File: src/rtl/cnn_layer_sequencer.sv
// Layer scheduler for the CNN accelerator: walks the descriptor ROM and drives one engine per layer.
// Optional build macro SEQ_WATCHDOG_EN adds a RUN-state watchdog (err_code 3).
module cnn_layer_sequencer #(
  parameter int                DATA_W    = 16,
  parameter int                IDX_W     = 3,
  parameter logic [DATA_W-1:0] BUF0_BASE = 16'h4000,
  parameter logic [DATA_W-1:0] BUF1_BASE = 16'h8000,
  parameter int                WDOG_CYC  = 65535
) (
  input  logic              clk,
  input  logic              reset,
  input  logic              start,
  input  logic [DATA_W-1:0] img_base,
  input  logic [DATA_W-1:0] img_size,
  input  logic [DATA_W-1:0] img_count,
  output logic [IDX_W-1:0]  desc_addr,
  input  logic [15:0]       desc_data,
  output logic [2:0]        eng_en,
  input  logic [2:0]        eng_done,
  output logic [DATA_W-1:0] in_addr,
  output logic [DATA_W-1:0] out_addr,
  output logic [DATA_W-1:0] in_size,
  output logic [DATA_W-1:0] in_count,
  output logic [3:0]        win,
  output logic [7:0]        out_maps,
  output logic              busy,
  output logic              done,
  output logic              error,
  output logic [1:0]        err_code,
  output logic [IDX_W-1:0]  layer_idx
);

  localparam logic [2:0] S_IDLE    = 3'd0;
  localparam logic [2:0] S_FETCH   = 3'd1;
  localparam logic [2:0] S_DECODE  = 3'd2;
  localparam logic [2:0] S_RUN     = 3'd3;
  localparam logic [2:0] S_ADVANCE = 3'd4;
  localparam logic [2:0] S_FIN     = 3'd5;
  localparam logic [2:0] S_ERR     = 3'd6;

  localparam logic [1:0] T_END  = 2'd0;
  localparam logic [1:0] T_CONV = 2'd1;
  localparam logic [1:0] T_POOL = 2'd2;
  localparam logic [1:0] T_FC   = 2'd3;

  localparam logic [1:0] E_GEOM = 2'd1;
  localparam logic [1:0] E_NOEND = 2'd2;
  localparam logic [1:0] E_WDOG = 2'd3;

  logic [2:0] state;
  logic [1:0] layType;

  logic [1:0]        descType;
  logic [7:0]        descMaps;
  logic [3:0]        descWin;
  logic [DATA_W-1:0] descWinExt;
  logic [DATA_W-1:0] winExt;
  logic [DATA_W-1:0] mapsExt;
  logic [DATA_W-1:0] nextSize;
  logic [DATA_W-1:0] nextCount;
  logic [2:0]        descSel;
  logic              badGeom;
  logic              selDone;

  assign descType   = desc_data[15:14];
  assign descMaps   = desc_data[13:6];
  assign descWin    = desc_data[5:2];
  assign descWinExt = DATA_W'(descWin);
  assign winExt     = DATA_W'(win);
  assign mapsExt    = DATA_W'(out_maps);

  wire unusedBits = &{1'b0, desc_data[1:0]};

  // The ROM is addressed only while fetching; the index is held in layer_idx otherwise.
  assign desc_addr = (state == S_FETCH) ? layer_idx : '0;

  assign badGeom = ((descType == T_CONV) || (descType == T_POOL)) &&
                   ((descWin == 4'd0) || (descWinExt > in_size));

  assign selDone = |(eng_done & eng_en);

  // NOTE: every always_comb output gets a default first so no path leaves it unassigned (no latch).
  always_comb begin
    descSel = 3'b000;
    case (descType)
      T_CONV:  descSel = 3'b001;
      T_POOL:  descSel = 3'b010;
      T_FC:    descSel = 3'b100;
      default: descSel = 3'b000;
    endcase
  end

  // Geometry of the next layer's input, derived from the layer that just finished.
  always_comb begin
    nextSize  = in_size;
    nextCount = in_count;
    case (layType)
      T_CONV: begin
        nextSize  = in_size - winExt + DATA_W'(1);
        nextCount = mapsExt;
      end
      T_POOL: begin
        nextSize  = in_size / winExt;
      end
      T_FC: begin
        nextSize  = DATA_W'(1);
        nextCount = mapsExt;
      end
      default: ;
    endcase
  end

`ifdef SEQ_WATCHDOG_EN
  localparam int WDOG_W = $clog2(WDOG_CYC + 1);
  logic [WDOG_W-1:0] wdogCnt;
  logic              wdogHit;
  assign wdogHit = (wdogCnt == WDOG_W'(WDOG_CYC - 1));
`else
  wire unusedWdog = (WDOG_CYC == 0);
`endif

  // NOTE: all sequential state uses non-blocking assignments so every register sees pre-edge values.
  always_ff @(posedge clk) begin
    if (reset) begin
      state     <= S_IDLE;
      layType   <= T_END;
      eng_en    <= '0;
      in_addr   <= '0;
      out_addr  <= '0;
      in_size   <= '0;
      in_count  <= '0;
      win       <= '0;
      out_maps  <= '0;
      busy      <= 1'b0;
      done      <= 1'b0;
      error     <= 1'b0;
      err_code  <= '0;
      layer_idx <= '0;
`ifdef SEQ_WATCHDOG_EN
      wdogCnt   <= '0;
`endif
    end else begin
      done <= 1'b0;
      case (state)
        S_IDLE: begin
          if (start) begin
            in_addr   <= img_base;
            out_addr  <= BUF0_BASE;
            in_size   <= img_size;
            in_count  <= img_count;
            layer_idx <= '0;
            error     <= 1'b0;
            err_code  <= '0;
            busy      <= 1'b1;
            state     <= S_FETCH;
          end
        end

        S_FETCH: state <= S_DECODE;

        S_DECODE: begin
          if (descType == T_END) begin
            done  <= 1'b1;
            busy  <= 1'b0;
            state <= S_FIN;
          end else if (badGeom) begin
            eng_en   <= '0;
            busy     <= 1'b0;
            error    <= 1'b1;
            err_code <= E_GEOM;
            state    <= S_ERR;
          end else begin
            win      <= descWin;
            out_maps <= descMaps;
            layType  <= descType;
            eng_en   <= descSel;
`ifdef SEQ_WATCHDOG_EN
            wdogCnt  <= '0;
`endif
            state    <= S_RUN;
          end
        end

        S_RUN: begin
          if (selDone) begin
            eng_en <= '0;
            state  <= S_ADVANCE;
          end
`ifdef SEQ_WATCHDOG_EN
          else if (wdogHit) begin
            eng_en   <= '0;
            busy     <= 1'b0;
            error    <= 1'b1;
            err_code <= E_WDOG;
            state    <= S_ERR;
          end else begin
            wdogCnt <= wdogCnt + WDOG_W'(1);
          end
`endif
        end

        S_ADVANCE: begin
          in_addr   <= out_addr;
          out_addr  <= (out_addr == BUF0_BASE) ? BUF1_BASE : BUF0_BASE;
          in_size   <= nextSize;
          in_count  <= nextCount;
          layer_idx <= layer_idx + IDX_W'(1);
          if (layer_idx == '1) begin
            busy     <= 1'b0;
            error    <= 1'b1;
            err_code <= E_NOEND;
            state    <= S_ERR;
          end else begin
            state <= S_FETCH;
          end
        end

        S_FIN:   state <= S_IDLE;
        S_ERR:   state <= S_IDLE;
        default: state <= S_IDLE;
      endcase
    end
  end

endmodule

File: config.mk
export PLATFORM = sky130hd
export DESIGN_NAME = cnn_layer_sequencer
export DESIGN_NICKNAME = d
export VERILOG_FILES = /design/src/rtl/cnn_layer_sequencer.sv
export SDC_FILE = /design/constraint.sdc
export NUM_CORES = 1
export LEC_CHECK = 0
export ABC_AREA = 0
export BUFFER_PORTS_ARGS = -buffer_cell sky130_fd_sc_hd__buf_4
export CORE_ASPECT_RATIO = 0.9
export CORE_MARGIN = 5
export CORE_UTILIZATION = 60
export CTS_BUF_LIST = sky130_fd_sc_hd__clkbuf_4 sky130_fd_sc_hd__clkbuf_8
export CTS_CLUSTER_SIZE = 25
export DETAILED_ROUTE_END_ITERATION = 7
export GPL_TIMING_DRIVEN = 1
export PLACE_DENSITY = 0.88
export SYNTH_ARGS = -nofsm -noshare
export SYNTH_HDL_FRONTEND = slang
export SYNTH_SLANG_ARGS = --single-unit
File: constraint.sdc
create_clock -name clk -period 30.9 [get_ports clk]
set_clock_uncertainty 0.1 [all_clocks]
set_input_delay 4.635 -clock clk [delete_from_list [all_inputs] [get_ports clk]]
set_output_delay 4.635 -clock clk [all_outputs]
set_load 0.1 [all_outputs]
* Word-level counts from Yosys, hierarchy flattened
Cells that the tools add are included.
Cells by class: add/subtract/negate cells 3, divide/modulo/power cells 1, order comparisons 1, eq/ne operators 20, mux-type cells 41, bitwise operators 4, reduce and logical (&&, ||, !) cells 20
Operators with widths (number):
- $pmux W16 S2 | 4
- $mux W16 | 6
- $pmux W16 S3 | 1
- $mux W3 | 10
- $add A16 B1 Y16 const B | 1
- $div A16 B4 Y16 | 1
- $eq A16 B15 Y1 const B | 1
- $gt A4 B16 Y1 | 1
- $sub A16 B4 Y16 | 1
- $pmux W3 S5 | 1
- $ne A2 B2 Y1 const B | 6
- $pmux W3 S2 | 2
- $reduce_and A3 Y1 | 4
- $mux W1 | 9
- $pmux W3 S3 | 1
- $eq A2 B2 Y1 const B | 4
- $mux W2 | 4
- $eq A3 B2 Y1 const B | 2
- $eq A3 B3 Y1 const B | 2
- $pmux W1 S3 | 2
- $pmux W2 S3 | 1
- $reduce_and A5 Y1 | 1
- $eq A2 B1 Y1 const B | 2
- $logic_not A4 Y1 | 1
- other kinds (16) | 22
Storage, ports and cells: register bits after elaboration 92, bits of input ports 70, output and inout port bits 90

* Logic depth before layout (Yosys ltp)
Gate-level depths: netlist of the first run.
depth in word-level cells 6, gate-level depth with buffers 140, gate-level depth less buffers 134

* Worst setup path before layout of the first run
Ideal clock, no wire load.
kind register -> register, start point reg win[0], end point reg in_size[0], setup time 135 ps, arrival 27816 ps, required time 30665 ps, slack 2849 ps, cell stages (with the launch flop) 132, period minus slack after synthesis 28051 ps, cell sequence dfxtp_1 > inv_1 > ha_1 > nor4b_1 > and4_1 > o21ai_1 > a21oi_1 > xnor2_1 > ha_1 > o21a_1 > o21ai_0 > a21o_1 > ha_1 > o21bai_1 > a21o_1 > mux2_2 > ha_1 > or3_4 > (+96 left out) > mux2i_1 > ha_1 > o21a_1 > o21a_1 > o21ai_0 > nand2b_1 > a21oi_2 > nand4_2 > nor2_2 > o31ai_1 > ha_1 > nand2b_1 > a2111oi_0 > nand3_1 > a21oi_1 > o21ai_0 > nor3_1 > a311oi_2
On the way: word-level cells in the longest chain between the ends 4, elaborated cells on any way between the ends 5, those cells by class 2 x add/sub; 1 x div; 2 x mux
Ends and longest elaborated chain:
- start: declaration | RTL line 24 | output logic [3:0] win,
- start signal: assignment | RTL line 173 | win <= descWin;
- branches (longest 2 deep; another with $div A16 B4 Y16)
- $pmux W16 S3 * | RTL line 97 | case (layType)
- $pmux W16 S2 * | RTL line 144 | case (state)
- end signal: assignment | RTL line 149 | in_size <= img_size;
- end signal: assignment | RTL line 205 | in_size <= nextSize;
- end: declaration | RTL line 22 | output logic [DATA_W-1:0] in_size,
Mark *: on every way between the ends. A chain may end at the register's enable or synchronous reset.

* Worst setup path in the final report of the first run
start point reg in_size[12], end point reg in_size[0]
On the way: word-level cells in the longest chain between the ends 3
Ends and longest elaborated chain:
- $div A16 B4 Y16 | RTL line 103 | nextSize = in_size / winExt;
- $pmux W16 S3 | RTL line 97
- $pmux W16 S2 | RTL line 144
No other way between the ends.

==> run metrics, run 1 <==
outcome finished clean; Critical Path Source Type flip-flop; #FFs+latches synth 78; minimum clock period 28.61 ns; maximum buffer depth of the clock tree 2; Overall Global Routing Usage 29.52%; die area 18590 sq um; Max Fclk 34.95 MHz; Clock transition at path regs 0.10 ns; Seq/Total Area, Yosys 16.31%; post-DR vias/cell 6.368; Root Buffer clkbuf_8; mux contribution to synthesized area 3.279%; slowest CP cell dfxtp_1; port bufs 143; Worst EP arrival 28.73 ns; Core Area 15550 sq um; initial antenna violation count 0; Die Ht 129.9 microns; Avg WL per Cell 17.53 microns; multi-input logic area 7627 sq um; Die Width 143.2 microns; max cap viols 0; Critical Path Sink Type flip-flop; Max FO, Critical Path 13; Syn Area/Cell 7.407 sq um; Final Wtd Congestion 0.9943; final setup fails 0; Num CTS Buffers 9; R2R setup slack 2.29 ns; Starting Density 61.59%; Pre-Repair DR Iteration Count 5; Critical Path Sink in_size[0]; final setup TNS 0 ns; H-tree levels 3; largest cells by area after synthesis dfxtp_1 (16%), ha_1 (14%), nor2_1 (6.4%), a21oi_1 (5.6%), nand2_1 (4.5%); via count 10380; most frequent CP cell ha_1; IO Pins 160; routed wire length 28580 microns; Detail Placement HPWL 21940 microns; post-synthesis cell area 9577 sq um; TritonCTS clock tree done; Post-synth ARST share 0%; cts-stage hold buffer count 0; adder-cell share of the synthesized area 14.32%; R2R depth 130; area delta synth->final 15.99%; largest net degree at the start of global routing 78; cell count after synthesis 1293; Post-synth EDFFs 0; Worst R2R End in_size[0]; Req. time, crit path 31.02 ns; NumNets Final 1602; Cell Rows 43; first-pass GRT wire length 46240 microns; fillcell total 1223; reg2reg start in_size[12]; total gr overflow 0; YS warnings 0; DRC 0; Top FF cell, synth dfxtp_1; Worst Hold Class flip-flop to flip-flop; Tcrit/Tclk final 92.59%; 1st-iter DRT viols 831; vias in the first global route 9671; Slew Limit Fails 0; post-layout util 71.44%; # diodes 0; Synth top area share 16.31%; crit-path max cell delay 0.48 ns; Slew HR 36.57%; register area 1562 sq um; post-synth top area cell dfxtp_1; CP startpoint in_size[12]; Num Clock Sinks 78; DRT antenna net count 0; Synth Area in XOR/XNOR 4.664%; measured slew at the worst slew-check pin 0.9480 ns; main combinational cell family by area after synthesis compound AO/OA/AOI/OAI gates; final hold vios 0; Setup CP Type flip-flop to flip-flop; simple-gate share of the synthesized area 25.42%; post-synth cell types 106; Worst-Skew Late Latency 0.36 ns; Synth Area in Compound Gates 30.60%; layout cells sized above 1 19.33%
## logic make-up after synthesis
group / count (synthesis)
AO/OA/AOI/OAI: 410
XOR/XNOR: 51
adder cells (fa/ha/maj): 109
buffers and inverters: 119
flip-flops: 78
multiplexers: 29
other: 1
AND/OR/NAND/NOR: 496
## registers in the layout, indices dropped and copies added, names as in the netlist, 2 cells and up
name,cells
layType,2
eng_en,3
err_code,2
out_addr,2
layer_idx,3
in_addr,16
state,3
win,4
in_count,16
in_size,16
out_maps,8
## layer usage
layer	GRT usage [%]	wire length (microns)	share of wire [%]	up-vias
met3	4.874	2271	7.9	79
li1	-	-	-	5038
met2	47.96	13180	46	447
met1	40.04	12300	43	4816
met5	0	0	0	-
met4	9.894	826	2.9	0
## critical path: cells and delay by family, from the launching register on
family | cells | cell delay, ns
buf+inv | 7 | 1.18
simple gates | 41 | 7.99
mux | 8 | 2.63
compound gates | 58 | 11.39
flops | 1 | 0.48
fa+ha+maj | 16 | 4.68
## how the worst min path moves through the flow
| stage | from | end | slack (ns) | cells after the start |
|---|---|---|---|---|
| final | out_maps[5] | out_maps[5] | 0.38 | 2 |
| after global routing | out_maps[5] | out_maps[5] | 0.40 | 2 |
| after CTS | out_maps[5] | out_maps[5] | 0.38 | 2 |
| after detailed placement | out_maps[5] | out_maps[5] | 0.37 | 2 |
| after global placement | out_maps[1] | out_maps[1] | 0.36 | 2 |
| after floorplan | layType[1] | layType[1] | 0.37 | 2 |
## cell usage after synthesis, types with 8 or more instances
cell,instances
or3_1,12
a311oi_1,12
ha_1,108
o21ai_0,42
mux2i_1,13
xnor2_1,32
nand2b_1,20
dfxtp_1,78
nand4_1,9
nor3_1,58
o31ai_1,8
nor2_1,163
and2_1,14
nor2b_1,8
inv_1,58
o21bai_1,14
a221oi_1,16
a211oi_1,9
xor2_1,19
or2_2,11
o22ai_1,10
a21oi_1,107
o211ai_1,11
a21o_1,16
and3_1,16
nand3_1,23
a22oi_1,28
mux2_2,12
o21ai_1,8
clkbuf_1,35
nor4_1,8
buf_4,16
o21a_1,31
a31oi_1,9
nand2_1,116
## layout by cell type, fill, tap and decap left out, drive strengths merged, types with 14 or more instances in the layout
master and n:
o21a 31, buf 166, o21ai 53, a21oi 112, and2 14, xor2 19
nor3 62, dfxtp 78, a21o 16, xnor2 32, and3 16, a221oi 16
ha 108, nand2b 20, nand2 117, inv 63, or3 15, nand3 28
nor2 166, mux2 16, o21bai 14, a22oi 29, conb 14
## metrics by stage
stage	cell area, sq um	setup slack [ns]	hold WS, ns	instances
after floorplan	9625	2.849	0.3692	1306
after global placement	10820	2.088	0.3587	1611
after detailed placement	10820	1.342	0.3665	1611
after CTS	11020	1.166	0.3790	1627
after global routing	11110	-0.03347	0.4032	1630
final	11110	2.290	0.3835	1630
## what timing repair did
action	4_1_cts	5_1_grt
gates resized for setup	0	19
endpoints found under the setup margin	0	2
setup buffers	0	3
## cell type report
type	instances	share of cell area (%)
clock buffers	9	1.115
clock inverters	7	0.6758
inverters	59	1.994
multi-input cells	1109	68.66
flip-flops and latches	78	14.06
well taps	202	2.275
repair buffers	166	11.22
Power of run 1 is left out: the tool's default activity adds up to more than one toggle a clock period on the data nets, which glitch-free logic cannot reach.
==> run 2: changes to the inputs <==
Clock period 30.9 ns to 27 ns, I/O delays scaled along.
==> run 2 against run 1 <==
Critical path depth grew 3. Final area increased by 4.5%. Non-clock buffer count increased by 31. Routed wire length increased by 5.1%. Sequential share of layout area decreased by 0.46 points. First-iteration DRC count rose by 7.6%. Critical endpoint unchanged. Worst hold slack improved by 0.0019 ns. Cell count grew 1.9%.
==> run metrics, run 2 (same netlist as run 1, synthesis figures left out) <==
outcome finished clean; Overall Global Routing Usage 29.75% (+0.23 points); Die Width 143.2 microns (unchanged); vias in the first global route 9767 (+0.99%); Core Area 15550 sq um (unchanged); DP Area 10980 sq um (+1.5%); Worst Hold Class flip-flop to flip-flop; Finished Cell Area 11610 sq um (+4.5%); Starting Density 61.59% (unchanged); NumNets Final 1633 (+1.9%); layout cells sized above 1 24.47% (+5.1 points); die area 18590 sq um (unchanged); Critical Path Sink Type flip-flop; maximum buffer depth of the clock tree 2 (unchanged); Req. time, crit path 27.13 ns (-3.89 ns); Slew Limit Fails 0 (unchanged); CP startpoint win[0]; Worst EP arrival 26.23 ns (-2.50 ns); Cell Rows 43 (unchanged); Clock transition at path regs 0.10 ns (about the same); Root Buffer clkbuf_8; Pre-Repair DR Iteration Count 5 (unchanged); TritonCTS clock tree done; Detail Placement HPWL 22040 microns (+0.47%); Critical Path Source Type flip-flop; H-tree levels 3 (unchanged); fillcell total 1123 (-8.2%); Tcrit/Tclk final 96.70% (+4.1 points); largest net degree at the start of global routing 78 (unchanged); Num CTS Buffers 9 (unchanged); Die Ht 129.9 microns (unchanged); final setup fails 0 (unchanged); Setup CP Type flip-flop to flip-flop; area delta synth->final 21.22%; DRT antenna net count 0 (unchanged); DRC 0 (unchanged); IO Pins 160 (unchanged); Max Fclk 38.30 MHz (+9.6%); 1st-iter DRT viols 894 (+7.6%); initial antenna violation count 0 (unchanged); Avg WL per Cell 18.09 microns (+3.2%); most frequent CP cell ha_1; Num Clock Sinks 78 (unchanged); final hold vios 0 (unchanged); post-DR vias/cell 6.472 (+1.6%); port bufs 143 (unchanged); hold_sp eng_en[2]; Slew HR 18.02% (-19 points); via count 10750 (+3.6%); reg2reg start win[0]; minimum clock period 26.11 ns (-2.501 ns); Max FO, Critical Path 12 (-1); Final Wtd Congestion 0.9635 (-3.1%); measured slew at the worst slew-check pin 1.225 ns (+0.2772 ns); Worst-Skew Late Latency 0.37 ns (about the same); # diodes 0 (unchanged); top flop regs in_addr: 16 flops, in_count: 16 flops, in_size: 16 flops; cts-stage hold buffer count 0 (unchanged); most common cell after layout, fill and taps aside buf_4; total gr overflow 0 (unchanged); most frequent cells in the layout buf_4 (197), nor2_1 (156), nand2_1 (115); routed wire length 30050 microns (+5.1%); multi-input logic area 7859 sq um (+3.0%); max cap viols 0 (unchanged); register area 1579 sq um (+1.1%); crit-path max cell delay 0.40 ns (-0.08 ns); first-pass GRT wire length 46580 microns (+0.73%); slowest CP cell dfxtp_4
-- run 2: final timing paths --
| path | cells after the start | end | slack, ns |
|---|---|---|---|
| worst max-delay path | 133 | in_size[0] | 0.89 |
| worst min-delay path | 2 | eng_en[2] | 0.39 |
| worst max register to register | 133 | in_size[0] | 0.89 |
| worst min register to register | 2 | eng_en[2] | 0.39 |
-- run 2: what timing repair did --
action / CTS / global route
setup endpoints to repair: 1 / 2
pin swaps: 0 / 14
setup buffers: 0 / 16
gates resized for setup: 9 / 62
-- run 2: layout make-up --
type	count	share of cell area [%]
clock buffers	9	1.067
repair buffers	197	12.74
well taps	202	2.177
clock inverters	7	0.7545
flip-flops and latches	78	13.60
inverters	59	1.962
multi-input cells	1109	67.70
-- run 2: metal layers --
metal	track usage [%]	vias up	part of all wire, %
met5	0	-	0
met4	8.720	0	2.2
met3	3.921	64	7.9
met2	49.31	531	47
met1	40.65	5066	43
li1	-	5089	-
-- run 2: through the flow --
stage / hold slack, ns / TNS, ns / utilization (%) / std cells / setup slack, ns
2_1_floorplan: 0.3692 / 0 / - / 1306 / 0.01573
6_report: 0.3854 / 0 / 74.66 / 1661 / 0.8912
3_5_place_dp: 0.3647 / -0.04213 / 70.64 / 1629 / -0.04213
4_1_cts: 0.3859 / 0 / 72.25 / 1645 / 0.03865
3_3_place_gp: 0.3592 / 0 / 70.64 / 1629 / 0.4413
5_1_grt: 0.4074 / -0.5449 / 74.66 / 1661 / -0.5449
-- run 2: critical path: cells and delay by family, from the launching register on --
family / cells / cell delay [ns]
buf+inv: 7 / 0.95
fa+ha+maj: 16 / 4.73
compound gates: 63 / 10.81
flops: 1 / 0.40
simple gates: 41 / 7.25
xor+xnor: 1 / 0.17
mux: 5 / 1.50
Power of run 2 is left out for the same reason.
==> run 3: changes to the inputs <==
--- a/config.mk
+++ b/config.mk
@@ -10,3 +10,2 @@
 export CORE_ASPECT_RATIO = 0.9
-export CORE_MARGIN = 5
 export CORE_UTILIZATION = 60
--- a/constraint.sdc
+++ b/constraint.sdc
@@ -4,2 +4,2 @@
 set_output_delay 4.05 -clock clk [all_outputs]
-set_load 0.1 [all_outputs]
+set_load 0.005 [all_outputs]
==> run 3 against run 2 <==
Non-clock buffer count grew 17. Via count rose by 1.4%. Worst setup slack lost 0.093 ns.
==> run metrics, run 3 (same netlist as run 1, synthesis figures left out) <==
crit-path max cell delay 0.41 ns (about the same); Pre-Repair DR Iteration Count 6 (+1); final setup TNS 0 ns (unchanged); Req. time, crit path 27.12 ns (about the same); initial antenna violation count 0 (unchanged); measured slew at the worst slew-check pin 1.243 ns (+0.01833 ns); via count 10901 (+1.4%); # diodes 0 (unchanged); maximum buffer depth of the clock tree 2 (unchanged); Num CTS Buffers 9 (unchanged); H-tree levels 3 (unchanged); hold path depth 2 (unchanged); TritonCTS clock tree done; Slew Limit Fails 0 (unchanged); Max FO, Critical Path 9 (-3); Slew HR 16.80% (-1.2 points); port bufs 143 (unchanged); routed wire length 30800 microns (+2.5%); slowest CP cell dfxtp_2; Worst R2R End in_size[0]; Clock transition at path regs 0.10 ns (about the same); DRC 0 (unchanged); post-DR vias/cell 6.496 (+0.38%); NumNets Final 1650 (+1.0%); most common cell after layout, fill and taps aside buf_4; 1st-iter DRT viols 979 (+9.5%); DRT antenna net count 0 (unchanged); minimum clock period 26.20 ns (+0.09254 ns); Cell Rows 43 (unchanged); reg2reg start in_size[8]; Die Width 135.2 microns (-5.6%); DP Area 10990 sq um (about the same); Root Buffer clkbuf_8; Critical Path Source Type flip-flop; vias in the first global route 9685 (-0.84%); Worst EP arrival 26.32 ns (+0.09 ns); Hold Path End out_maps[1]; cts-stage hold buffer count 0 (unchanged); max cap viols 0 (unchanged); layout cells sized above 1 25.41% (+0.94 points); most frequent CP cell ha_1; Tcrit/Tclk final 97.04% (+0.34 points); worst hold margin 0.3829 ns (-0.002476 ns); Worst-Skew Late Latency 0.37 ns (about the same); Max Fclk 38.17 MHz (-0.35%); die area 16470 sq um (-11%); Starting Density 61.81% (+0.21 points); Finished Cell Area 11760 sq um (+1.3%); Final Wtd Congestion 0.9195 (-4.6%); Setup CP Type flip-flop to flip-flop; Die Ht 121.9 microns (-6.2%); Avg WL per Cell 18.36 microns (+1.5%); R2R setup slack 0.80 ns (-0.09 ns); Core Area 15490 sq um (-0.35%); fillcell total 1106 (-1.5%); total gr overflow 0 (unchanged); Critical Path Sink Type flip-flop; IO Pins 160 (unchanged); hold_sp out_maps[1]; final hold vios 0 (unchanged); final setup fails 0 (unchanged); area delta synth->final 22.79%; CP startpoint in_size[8]; Overall Global Routing Usage 34.25% (+4.5 points); most frequent cells in the layout buf_4 (213), nor2_1 (154), nand2_1 (115); Detail Placement HPWL 21810 microns (-1.1%); first-pass GRT wire length 46200 microns (-0.81%); Num Clock Sinks 78 (unchanged); top flop regs in_addr: 16 flops, in_count: 16 flops, in_size: 16 flops; largest net degree at the start of global routing 78 (unchanged); R2R depth 133 (unchanged); outcome finished clean; Worst Hold Class flip-flop to flip-flop
[run 3: worst max path at each step]
stage / cells past startpoint / to
finish: 133 / in_size[0]
global route: 134 / in_size[0]
CTS: 129 / in_size[0]
detailed placement: 128 / in_size[0]
global placement: 128 / in_size[0]
floorplan: 132 / in_size[0]
[run 3: repair_timing]
action / CTS / global route
endpoints found under the setup margin: 1 / 2
setup buffers: 0 / 29
resized for setup: 6 / 87
pin swaps: 0 / 24
[run 3: final cells by class]
cell class | instances | area (sq um) | share of cell area [%]
tap | 202 | 252.7 | 2.149
inverter | 59 | 231.5 | 1.969
clock inverter | 7 | 65.06 | 0.5533
timing repair buffer | 214 | 1610 | 13.69
multi-input combinational | 1109 | 7896 | 67.15
sequential | 78 | 1579 | 13.43
clock buffer | 9 | 123.9 | 1.053
[run 3: layer usage]
metal / part of all wire (%) / track usage [%] / vias up
li1: - / - / 5111
met3: 8.1 / 5.452 / 99
met2: 47 / 56.06 / 569
met4: 3.1 / 11.87 / 0
met5: 0 / 0 / -
met1: 41 / 45.53 / 5122
[run 3: per-stage QoR]
step                      util [%]  worst slack, ns  std cells
final                        75.89           0.7987       1678
after global routing         75.89          -0.5225       1678
after CTS                    72.32          0.01504       1649
after detailed placement     70.93          0.04628       1633
after global placement       70.93           0.4144       1633
after floorplan                  -          0.03497       1306
[run 3: worst max-delay path: cells and delay by family (launching register included)]
| family | cells | cell delay [ns] |
|---|---|---|
| AOI/OAI and AO/OA | 62 | 10.69 |
| adders and majority gates | 16 | 4.65 |
| buffers and inverters | 7 | 1.05 |
| muxes | 6 | 1.70 |
| DFF | 1 | 0.41 |
| and+or+nand+nor | 42 | 7.38 |
Power of run 3 is left out for the same reason.
